File: config.mk
export PLATFORM = sky130hd
export DESIGN_NAME = key_packer_flat
export DESIGN_NICKNAME = d
export VERILOG_FILES = /design/src/rtl/key_packer_if.sv /design/src/rtl/key_packer.sv /design/src/flat_wrapper.sv
export SDC_FILE = /design/constraint.sdc
export NUM_CORES = 1
export LEC_CHECK = 0
export CORE_MARGIN = 1.5
export CORE_UTILIZATION = 55
export DETAILED_ROUTE_END_ITERATION = 8
export PLACE_DENSITY_LB_ADDON = 0.08
export SLEW_MARGIN = 20
export SYNTH_ARGS = -nofsm -noshare
export SYNTH_HDL_FRONTEND = slang
export SYNTH_SLANG_ARGS = --single-unit
File: constraint.sdc
create_clock -name clk -period 16.2 [get_ports clk]
set_input_delay 4.86 -clock clk [delete_from_list [all_inputs] [get_ports clk]]
set_output_delay 4.86 -clock clk [all_outputs]
set_load 0.01 [all_outputs]
File: src/rtl/key_packer_if.sv
// rtl/key_packer_if.sv - scancode event input and FIFO write-port bundle for key_packer
interface key_packer_if;
    logic         key_valid;
    logic         key_ready;
    logic [8:0]   key_code;
    logic         key_is_mod;
    logic         frame_end;
    logic         fifo_full;
    logic         fifo_wr;
    logic [125:0] fifo_dout;
    logic         overflow;
    logic [3:0]   mod_count;
    logic [2:0]   key_count;

    modport master (
        output key_valid, key_code, key_is_mod, frame_end, fifo_full,
        input  key_ready, fifo_wr, fifo_dout, overflow, mod_count, key_count
    );

    modport slave (
        input  key_valid, key_code, key_is_mod, frame_end, fifo_full,
        output key_ready, fifo_wr, fifo_dout, overflow, mod_count, key_count
    );
endinterface

File: src/rtl/key_packer.sv
// rtl/key_packer.sv - packs 9-bit scancode events into 14-slot 126-bit keyboard FIFO words
module key_packer #(
    parameter int IDLE_TIMEOUT = 1024
) (
    input  logic        clk,
    input  logic        reset,
    key_packer_if.slave bus
);
    localparam int              CW       = $clog2(IDLE_TIMEOUT);
    localparam logic [CW-1:0]   TMO_LAST = CW'(IDLE_TIMEOUT - 1);

    typedef enum logic {
        COLLECT = 1'b0,
        PUSH    = 1'b1
    } state_t;

    state_t        state_q;
    logic [8:0]    mod_q [8];
    logic [8:0]    mod_d [8];
    logic [8:0]    key_q [6];
    logic [8:0]    key_d [6];
    logic [3:0]    mod_cnt_q, mod_cnt_d;
    logic [2:0]    key_cnt_q, key_cnt_d;
    logic [CW-1:0] tmo_q;
    logic [125:0]  dout_q;
    logic [125:0]  word_d;
    logic          ovf_q;

    logic mod_dup, key_dup, live, hit, full, accept, drop, non_empty_d, flush;

    // Duplicates only count against slots already in use; stale slots are always zero anyway.
    always_comb begin
        mod_dup = 1'b0;
        key_dup = 1'b0;
        for (int i = 0; i < 8; i++) begin
            if ((4'(i) < mod_cnt_q) && (mod_q[i] == bus.key_code)) mod_dup = 1'b1;
        end
        for (int j = 0; j < 6; j++) begin
            if ((3'(j) < key_cnt_q) && (key_q[j] == bus.key_code)) key_dup = 1'b1;
        end
    end

    always_comb begin
        live   = (state_q == COLLECT) && bus.key_valid && (bus.key_code != 9'h0);
        hit    = bus.key_is_mod ? mod_dup : key_dup;
        full   = bus.key_is_mod ? (mod_cnt_q == 4'd8) : (key_cnt_q == 3'd6);
        accept = live && !hit && !full;
        drop   = live && !hit && full;

        mod_d     = mod_q;
        key_d     = key_q;
        mod_cnt_d = mod_cnt_q;
        key_cnt_d = key_cnt_q;
        if (accept && bus.key_is_mod) begin
            for (int i = 0; i < 8; i++) begin
                if (4'(i) == mod_cnt_q) mod_d[i] = bus.key_code;
            end
            mod_cnt_d = mod_cnt_q + 4'd1;
        end
        if (accept && !bus.key_is_mod) begin
            for (int j = 0; j < 6; j++) begin
                if (3'(j) == key_cnt_q) key_d[j] = bus.key_code;
            end
            key_cnt_d = key_cnt_q + 3'd1;
        end

        non_empty_d = (mod_cnt_d != 4'd0) || (key_cnt_d != 3'd0);
        flush       = (state_q == COLLECT) && (bus.frame_end || (tmo_q == TMO_LAST)) && non_empty_d;

        // Modifier slots fill from the MSB end, key slots follow at slot 9.
        word_d = '0;
        for (int i = 0; i < 8; i++) word_d[125 - 9*i -: 9] = mod_d[i];
        for (int j = 0; j < 6; j++) word_d[53 - 9*j -: 9]  = key_d[j];
    end

    always_ff @(posedge clk or posedge reset) begin
        if (reset) begin
            state_q   <= COLLECT;
            for (int i = 0; i < 8; i++) mod_q[i] <= '0;
            for (int j = 0; j < 6; j++) key_q[j] <= '0;
            mod_cnt_q <= '0;
            key_cnt_q <= '0;
            tmo_q     <= '0;
            dout_q    <= '0;
            ovf_q     <= 1'b0;
        end else begin
            ovf_q <= drop;
            case (state_q)
                COLLECT: begin
                    if (flush) begin
                        dout_q    <= word_d;
                        for (int i = 0; i < 8; i++) mod_q[i] <= '0;
                        for (int j = 0; j < 6; j++) key_q[j] <= '0;
                        mod_cnt_q <= '0;
                        key_cnt_q <= '0;
                        tmo_q     <= '0;
                        state_q   <= PUSH;
                    end else begin
                        mod_q     <= mod_d;
                        key_q     <= key_d;
                        mod_cnt_q <= mod_cnt_d;
                        key_cnt_q <= key_cnt_d;
                        if (accept || !non_empty_d) tmo_q <= '0;
                        else                        tmo_q <= tmo_q + CW'(1);
                    end
                end
                PUSH: begin
                    tmo_q <= '0;
                    if (!bus.fifo_full) state_q <= COLLECT;
                end
                default: state_q <= COLLECT;
            endcase
        end
    end

    // The write strobe follows fifo_full combinationally so a stalled FIFO never sees a write.
    assign bus.key_ready = (state_q == COLLECT);
    assign bus.fifo_wr   = (state_q == PUSH) && !bus.fifo_full;
    assign bus.fifo_dout = dout_q;
    assign bus.overflow  = ovf_q;
    assign bus.mod_count = mod_cnt_q;
    assign bus.key_count = key_cnt_q;
endmodule

File: src/flat_wrapper.sv
// flat-port wrapper written by rule: the top's interface ports become plain ports
module key_packer_flat 
#(
    parameter int IDLE_TIMEOUT = 1024
)
  (clk, reset, bus_key_valid, bus_key_code, bus_key_is_mod, bus_frame_end, bus_fifo_full, bus_key_ready, bus_fifo_wr, bus_fifo_dout, bus_overflow, bus_mod_count, bus_key_count);
  key_packer_if bus_i ();
  input  logic clk;
  input  logic reset;
  input wire logic [$bits(bus_i.key_valid)-1:0] bus_key_valid;
  input wire logic [$bits(bus_i.key_code)-1:0] bus_key_code;
  input wire logic [$bits(bus_i.key_is_mod)-1:0] bus_key_is_mod;
  input wire logic [$bits(bus_i.frame_end)-1:0] bus_frame_end;
  input wire logic [$bits(bus_i.fifo_full)-1:0] bus_fifo_full;
  output wire logic [$bits(bus_i.key_ready)-1:0] bus_key_ready;
  output wire logic [$bits(bus_i.fifo_wr)-1:0] bus_fifo_wr;
  output wire logic [$bits(bus_i.fifo_dout)-1:0] bus_fifo_dout;
  output wire logic [$bits(bus_i.overflow)-1:0] bus_overflow;
  output wire logic [$bits(bus_i.mod_count)-1:0] bus_mod_count;
  output wire logic [$bits(bus_i.key_count)-1:0] bus_key_count;
  assign bus_i.key_valid = bus_key_valid;
  assign bus_i.key_code = bus_key_code;
  assign bus_i.key_is_mod = bus_key_is_mod;
  assign bus_i.frame_end = bus_frame_end;
  assign bus_i.fifo_full = bus_fifo_full;
  assign bus_key_ready = bus_i.key_ready;
  assign bus_fifo_wr = bus_i.fifo_wr;
  assign bus_fifo_dout = bus_i.fifo_dout;
  assign bus_overflow = bus_i.overflow;
  assign bus_mod_count = bus_i.mod_count;
  assign bus_key_count = bus_i.key_count;
  key_packer #(.IDLE_TIMEOUT(IDLE_TIMEOUT)) u_core (.clk(clk), .reset(reset), .bus(bus_i));
endmodule
==> out/qor.txt, run 1 <==
Syn_area_per_cell - 12.46 um2
Worst Path Max Fanout - 2
Slew HR - 31.82%
Fmax - 92.98 MHz
I/O Buffers - 150
Cells on worst reg2reg path - 10
Worst EP required - 11.34 ns
Total of max-cap violations - 0
Int Pwr - 1.460 mW
Die Ht - 157.4 um
DR pass1 iterations - 4
NetSw - 0.6297 mW
Clock Latency Late Sink - 0.54 ns
Synth Flop Type - dfrtp_1
Worst Tran Pin Value - 1.023 ns
Fin nets - 1194
Root Buffer Master - clkbuf_16
First-pass GRT wire length - 42900 um
# fillers - 1871
Post-synth cell types - 51
Reg-to-reg critical path startpoint - u_core.bus.mod_count[0]
Width of the die - 157.4 um
Final Max Slew Viols - 0
Post-synth EDFFs - 0
Post-DP HPWL - 16540 um
N_diodes - 0
Final Util - 66.40%
Cells after Synth - 1053
Status - completed
Row Count - 56
DRT iter0 DRCs - 385
Post-DRT Antenna Nets - 0
Placed Cells - 1460
Setup TNS - 0 ns
Cell Pwr Density - 134.5 mW/mm2
Final non-filler cell total - 1512
Final Cycle Share - 66.39%
DRC viols - 0
H-tree levels - 1
Die area - 0.02479 mm2
FF/Latch Area - 0.006782 mm2
FF-to-FF setup slack - 11.91 ns
Initial Utilization - 56.05%
Synth area leaders - dfrtp_1 (52%), mux2_2 (11%), mux2i_1 (5.8%), xor2_1 (5.1%), nor2b_1 (4.2%)
Via density - 5.210
Area grow syn2layout - 18.46%
Total vias in the final route - 7877
Critical Path End Type - output pin
Routed len/inst - 17.60 um
Worst Hold Launch - u_core.tmo_q[0]
Ports - 151
Hold EP - u_core.tmo_q[0]
CP Launch Type - primary input
Crit path kind - in2out
Post-layout minimum cycle time - 10.75 ns
Hold-fix buffers, CTS - 0
Post-cts sizing count - 0
Grt total ovfl - 0
Final number of setup-violating endpoints - 0
CTS Buf Count - 29
Register share of total power - 40.6%
R2r endpoint - u_core.bus.fifo_dout[121]
CTS tree - yes
Post-Synthesis Cell Area - 0.01312 mm2
Area leader, netlist - dfrtp_1
Final hold violations - 0
Combinational share of power - 28.4%
Synth warnings - 0
Max IR drop VDD - 93.95 uV
Num Clock Sinks - 271
Syn nets - 1075
Worst EP arrival - 5.89 ns
Multi-input logic area - 0.005683 mm2
Hold depth - 1
Antenna violations before repair - 0
Placeable Area - 0.02340 mm2
GRT Total Usage - 22.16%
Async set-or-reset flop fraction in the synthesized netlist - 100.0%
Final GP Congestion - 0.7304
Final Skew - 0.009194 ns
Min-delay worst type - reg2reg
RSZ-0062 raised after global routing - no
Post-synthesis sequential area ratio - 51.70%
Share of layout cells above drive strength 1 - 17.27%
Largest net degree at the start of global routing - 171
Power share of the clock group - 31.1%
Switching share of power - 30.13%
Leakage - 7.200 nW
Worst-path clk slew - 0.06 ns
Setup Fix Bufs, Post-CTS - 0
Number of global-route vias before repair - 7809
Synth top area share - 51.70%
Synth Register Bits - 271
WL final - 26610 um
Max Buffers Root-to-Sink - 3
==> critical path, stage by stage <==
cell and delay (ns):
clkdlybuf4s50_1 0.42, nor2_1 0.09, clkdlybuf4s50_1 0.53
==> layout make-up <==
cell class | count | share of cell area (%)
flip-flops and latches | 271 | 43.64
multi-input cells | 666 | 36.57
clock buffers | 47 | 5.749
inverters | 47 | 1.184
repair buffers | 157 | 9.936
well taps | 319 | 2.569
clock inverters | 5 | 0.3462
==> worst max path at each step <==
stage                        from                 endpoint
floorplan                   reset  u_core.bus.fifo_dout[0]
global placement    bus_fifo_full              bus_fifo_wr
detailed placement  bus_fifo_full              bus_fifo_wr
CTS                 bus_fifo_full              bus_fifo_wr
global route        bus_fifo_full              bus_fifo_wr
finish              bus_fifo_full              bus_fifo_wr
==> synth_stat cells (2+ instances only) <==
| cell | count |
|---|---|
| and3_1 | 3 |
| nand3_1 | 13 |
| clkbuf_1 | 12 |
| nand2b_1 | 3 |
| mux2_1 | 46 |
| mux2_2 | 133 |
| nor2b_1 | 89 |
| buf_2 | 20 |
| nor2_1 | 53 |
| mux2i_1 | 76 |
| buf_4 | 14 |
| nand4_2 | 2 |
| nor3_1 | 16 |
| nand4_1 | 14 |
| nor4_1 | 21 |
| a21oi_1 | 7 |
| ha_1 | 7 |
| or3_1 | 3 |
| nand2_1 | 8 |
| o21ai_0 | 3 |
| nand3_2 | 3 |
| and4_1 | 2 |
| and3b_1 | 2 |
| xnor2_1 | 63 |
| buf_6 | 20 |
| inv_1 | 47 |
| a31oi_1 | 2 |
| xor2_1 | 77 |
| clkbuf_2 | 2 |
| dfrtp_1 | 271 |
==> sequential cells by signal (all words and copies together), names as in the netlist <==
register              cells
u_core.bus.fifo_dout    126
u_core.bus.mod_count      4
u_core.tmo_q             10
u_core.bus.overflow       1
u_core.key_q             54
u_core.state_q            1
u_core.bus.key_count      3
u_core.mod_q             72
==> cells by family after synthesis <==
kind of cell | synth area share [%]
adder cells (fa/ha/maj) | 0.6677
multiplexers | 21.17
XOR/XNOR | 9.348
flip-flops | 51.70
AO/OA/AOI/OAI | 1.154
buffers and inverters | 5.074
AND/OR/NAND/NOR | 10.89
==> power by group through the flow <==
stage	clock network, mW	logic (mW)	registers [mW]
global placement	0	0.593	0.858
global route	0.693	0.649	0.862
finish	0.649	0.593	0.848
detailed placement	0	0.599	0.861
floorplan	0	0.406	0.869
CTS	0.668	0.603	0.849
==> layer usage <==
metal | track usage, % | part of all wire [%] | wire length, um
met5 | 0 | 0 | 0
met2 | 34.78 | 46 | 12150
met1 | 32.69 | 48 | 12890
met4 | 4.268 | 1.5 | 405
met3 | 3.634 | 4.4 | 1167
==> cell usage in the layout (no fill, tap or decap), drive strengths merged, types with 7 or more instances in the layout <==
master / netlist / routed
clkbuf: 14 / 47
nand4: 16 / 16
nor2: 54 / 54
nor2b: 89 / 89
a21oi: 7 / 7
nand2: 8 / 8
xor2: 77 / 77
mux2: 179 / 179
xnor2: 63 / 63
mux2i: 76 / 76
nor3: 17 / 17
inv: 47 / 48
ha: 7 / 7
clkdlybuf4s50: 0 / 143
dfrtp: 271 / 271
buf: 55 / 14
nor4: 22 / 22
nand3: 16 / 16
==> stage by stage <==
step	setup slack, ns	total power, mW	area, um2	hold slack, ns
3_3_place_gp	5.433	1.450	14590	0.4532
4_1_cts	5.438	2.120	15540	0.4738
3_5_place_dp	5.439	1.459	14590	0.4661
2_1_floorplan	3.873	1.274	13120	0.4435
6_report	5.445	2.090	15540	0.4708
5_1_grt	5.410	2.204	15540	0.4980
No activity file was read; power rests on OpenSTA's default activity.
==> inputs of run 2 (changes only) <==
--- a/config.mk
+++ b/config.mk
@@ -6,7 +6,7 @@
 export NUM_CORES = 1
 export LEC_CHECK = 0
 export CORE_MARGIN = 1.5
-export CORE_UTILIZATION = 55
+export CORE_UTILIZATION = 51
 export DETAILED_ROUTE_END_ITERATION = 8
 export PLACE_DENSITY_LB_ADDON = 0.08
 export SLEW_MARGIN = 20
==> constraint.sdc (replaced) <==
create_clock -name clk -period 9.6 [get_ports clk]
set_input_delay 2.88 -clock clk [delete_from_list [all_inputs] [get_ports clk]]
set_output_delay 2.88 -clock clk [all_outputs]
set_load 0.01 [all_outputs]
==> run 2 against run 1 <==
Effect of this change:
- sequential share of layout area decreased by 0.38 points
- routed wire length increased by 4.3%
- flip-flop and latch count unchanged
- worst hold slack improved by 0.0075 ns
- cell count increased by 1.1%
- largest power group unchanged
==> out/qor.txt, run 2 (synthesis results as in run 1) <==
Hold-fix buffers, CTS - 0
Final GP Congestion - 0.7481
Hold WS - 0.4783 ns
Routed len/inst - 18.16 um
NetSw - 1.089 mW
Hold EP - u_core.tmo_q[0]
Most frequent cells in the layout - dfrtp_1 (271), clkdlybuf4s50_1 (144), mux2_2 (133)
CP Cell Sequence - clkdlybuf4s50_1, buf_4, xor2_1, nor4_1, nand4_1, o21ai_0, nor4b_2, mux2_2, a31oi_4, buf_12, mux2_2
Worst Path Max Fanout - 115
CP dominant cell by count - mux2_2
Largest net degree at the start of global routing - 170
Cell Pwr Density - 231.0 mW/mm2
Combinational share of power - 28.1%
Leakage - 7.247 nW
Die Ht - 163.4 um
Setup TNS - 0 ns
Width of the die - 163.4 um
Total vias in the final route - 7987
RSZ-0062 raised after global routing - no
H-tree levels - 1
FF-to-FF setup slack - 5.66 ns
Num Clock Sinks - 271
CP Launch Type - primary input
Post-cts sizing count - 0
Via density - 5.227
Final hold violations - 0
Final Skew - 0.005872 ns
Min-delay worst type - reg2reg
Setup WS pre-CTS - 2.171 ns
Worst EP required - 10.02 ns
DRT iter0 DRCs - 569
Max Buffers Root-to-Sink - 3
Number of global-route vias before repair - 8169
Cells on worst reg2reg path - 10
Post-DRT Antenna Nets - 0
Row Count - 58
GRT Total Usage - 21.33%
Die area - 0.02669 mm2
Worst-path clk slew - 0.06 ns
Ports - 151
Max incr delay on CP - 0.96 ns
Worst EP arrival - 7.29 ns
Hold depth - 1
Final number of setup-violating endpoints - 0
I/O Buffers - 150
Worst setup margin - 2.732 ns
Post-layout minimum cycle time - 6.868 ns
Switching share of power - 30.09%
Setup Fix Bufs, Post-CTS - 0
Slew HR - 35.23%
Worst Hold Launch - u_core.tmo_q[0]
Final Max Slew Viols - 0
DR pass1 iterations - 4
CTS Buf Count - 29
R2r endpoint - u_core.bus.fifo_dout[112]
# fillers - 2053
N_diodes - 0
CP max stage cell - clkdlybuf4s50_1
First-pass GRT wire length - 44630 um
Max FFs per register - 126
Clock Latency Late Sink - 0.54 ns
Area grow syn2layout - 19.50%
Status - completed
Crit path kind - in2reg
Worst Tran Pin Value - 0.9716 ns
Max IR drop VDD - 203.7 uV
Total of max-cap violations - 0
Final Util - 62.25%
Root Buffer Master - clkbuf_16
Final Cycle Share - 71.54%
Fin nets - 1197
Post-DP HPWL - 17580 um
Share of layout cells above drive strength 1 - 17.95%
Crit. Startpoint - bus_key_code[5]
Multi-input logic area - 0.005683 mm2
Initial Utilization - 52.09%
Critical Path End Type - flip-flop
DRC viols - 0
WL final - 27760 um
Register share of total power - 39.5%
Placeable Area - 0.02518 mm2
Fmax - 145.6 MHz
Power share of the clock group - 32.4%
Reg-to-reg critical path startpoint - u_core.bus.mod_count[1]
Antenna violations before repair - 0
Grt total ovfl - 0
Int Pwr - 2.531 mW
FF/Latch Area - 0.006782 mm2
Leading cell type in the layout, fill and taps excluded - dfrtp_1
CTS tree - yes
-- run 2: final cells by class --
class                   instances  area share [%]
flip-flops and latches        271           43.26
multi-input cells             666           36.25
repair buffers                160           10.11
clock buffers                  43           5.667
well taps                     330           2.634
inverters                      47           1.149
clock inverters                11          0.9259
-- run 2: routing by layer --
metal / wire length [um] / up-vias / track usage (%)
met5: 0 / - / 0
met4: 459 / 0 / 4.629
met3: 1077 / 30 / 2.946
met2: 12470 / 140 / 32.74
met1: 13750 / 4034 / 32.11
li1: - / 3783 / -
-- run 2: worst max-delay path, delay by kind of cell --
kind | cells | cell delay (ns)
compound gates | 2 | 0.48
xor+xnor | 1 | 0.19
buf+inv | 3 | 1.80
mux | 2 | 0.85
simple gates | 3 | 0.96
-- run 2: per-stage QoR --
step	instance area [um2]	power, mW	instances
4_1_cts	15680	3.661	1528
3_3_place_gp	14640	2.465	1474
3_5_place_dp	14640	2.475	1474
2_1_floorplan	13120	2.151	1053
6_report	15680	3.621	1528
5_1_grt	15680	3.802	1528
-- run 2: how the worst max path moves through the flow --
stage / slack [ns] / to
global route: 2.46 / u_core.bus.fifo_dout[108]
floorplan: 3.14 / u_core.bus.fifo_dout[0]
finish: 2.73 / u_core.bus.fifo_dout[112]
CTS: 2.73 / u_core.bus.fifo_dout[101]
global placement: 2.28 / u_core.bus.fifo_dout[106]
detailed placement: 2.17 / u_core.bus.fifo_dout[114]
-- run 2: power by group through the flow --
stage | sequential [mW] | combinational, mW | clock, mW
2_1_floorplan | 1.47 | 0.685 | 0
3_3_place_gp | 1.45 | 1.02 | 0
3_5_place_dp | 1.45 | 1.02 | 0
4_1_cts | 1.43 | 1.03 | 1.20
5_1_grt | 1.45 | 1.11 | 1.24
6_report | 1.43 | 1.02 | 1.17
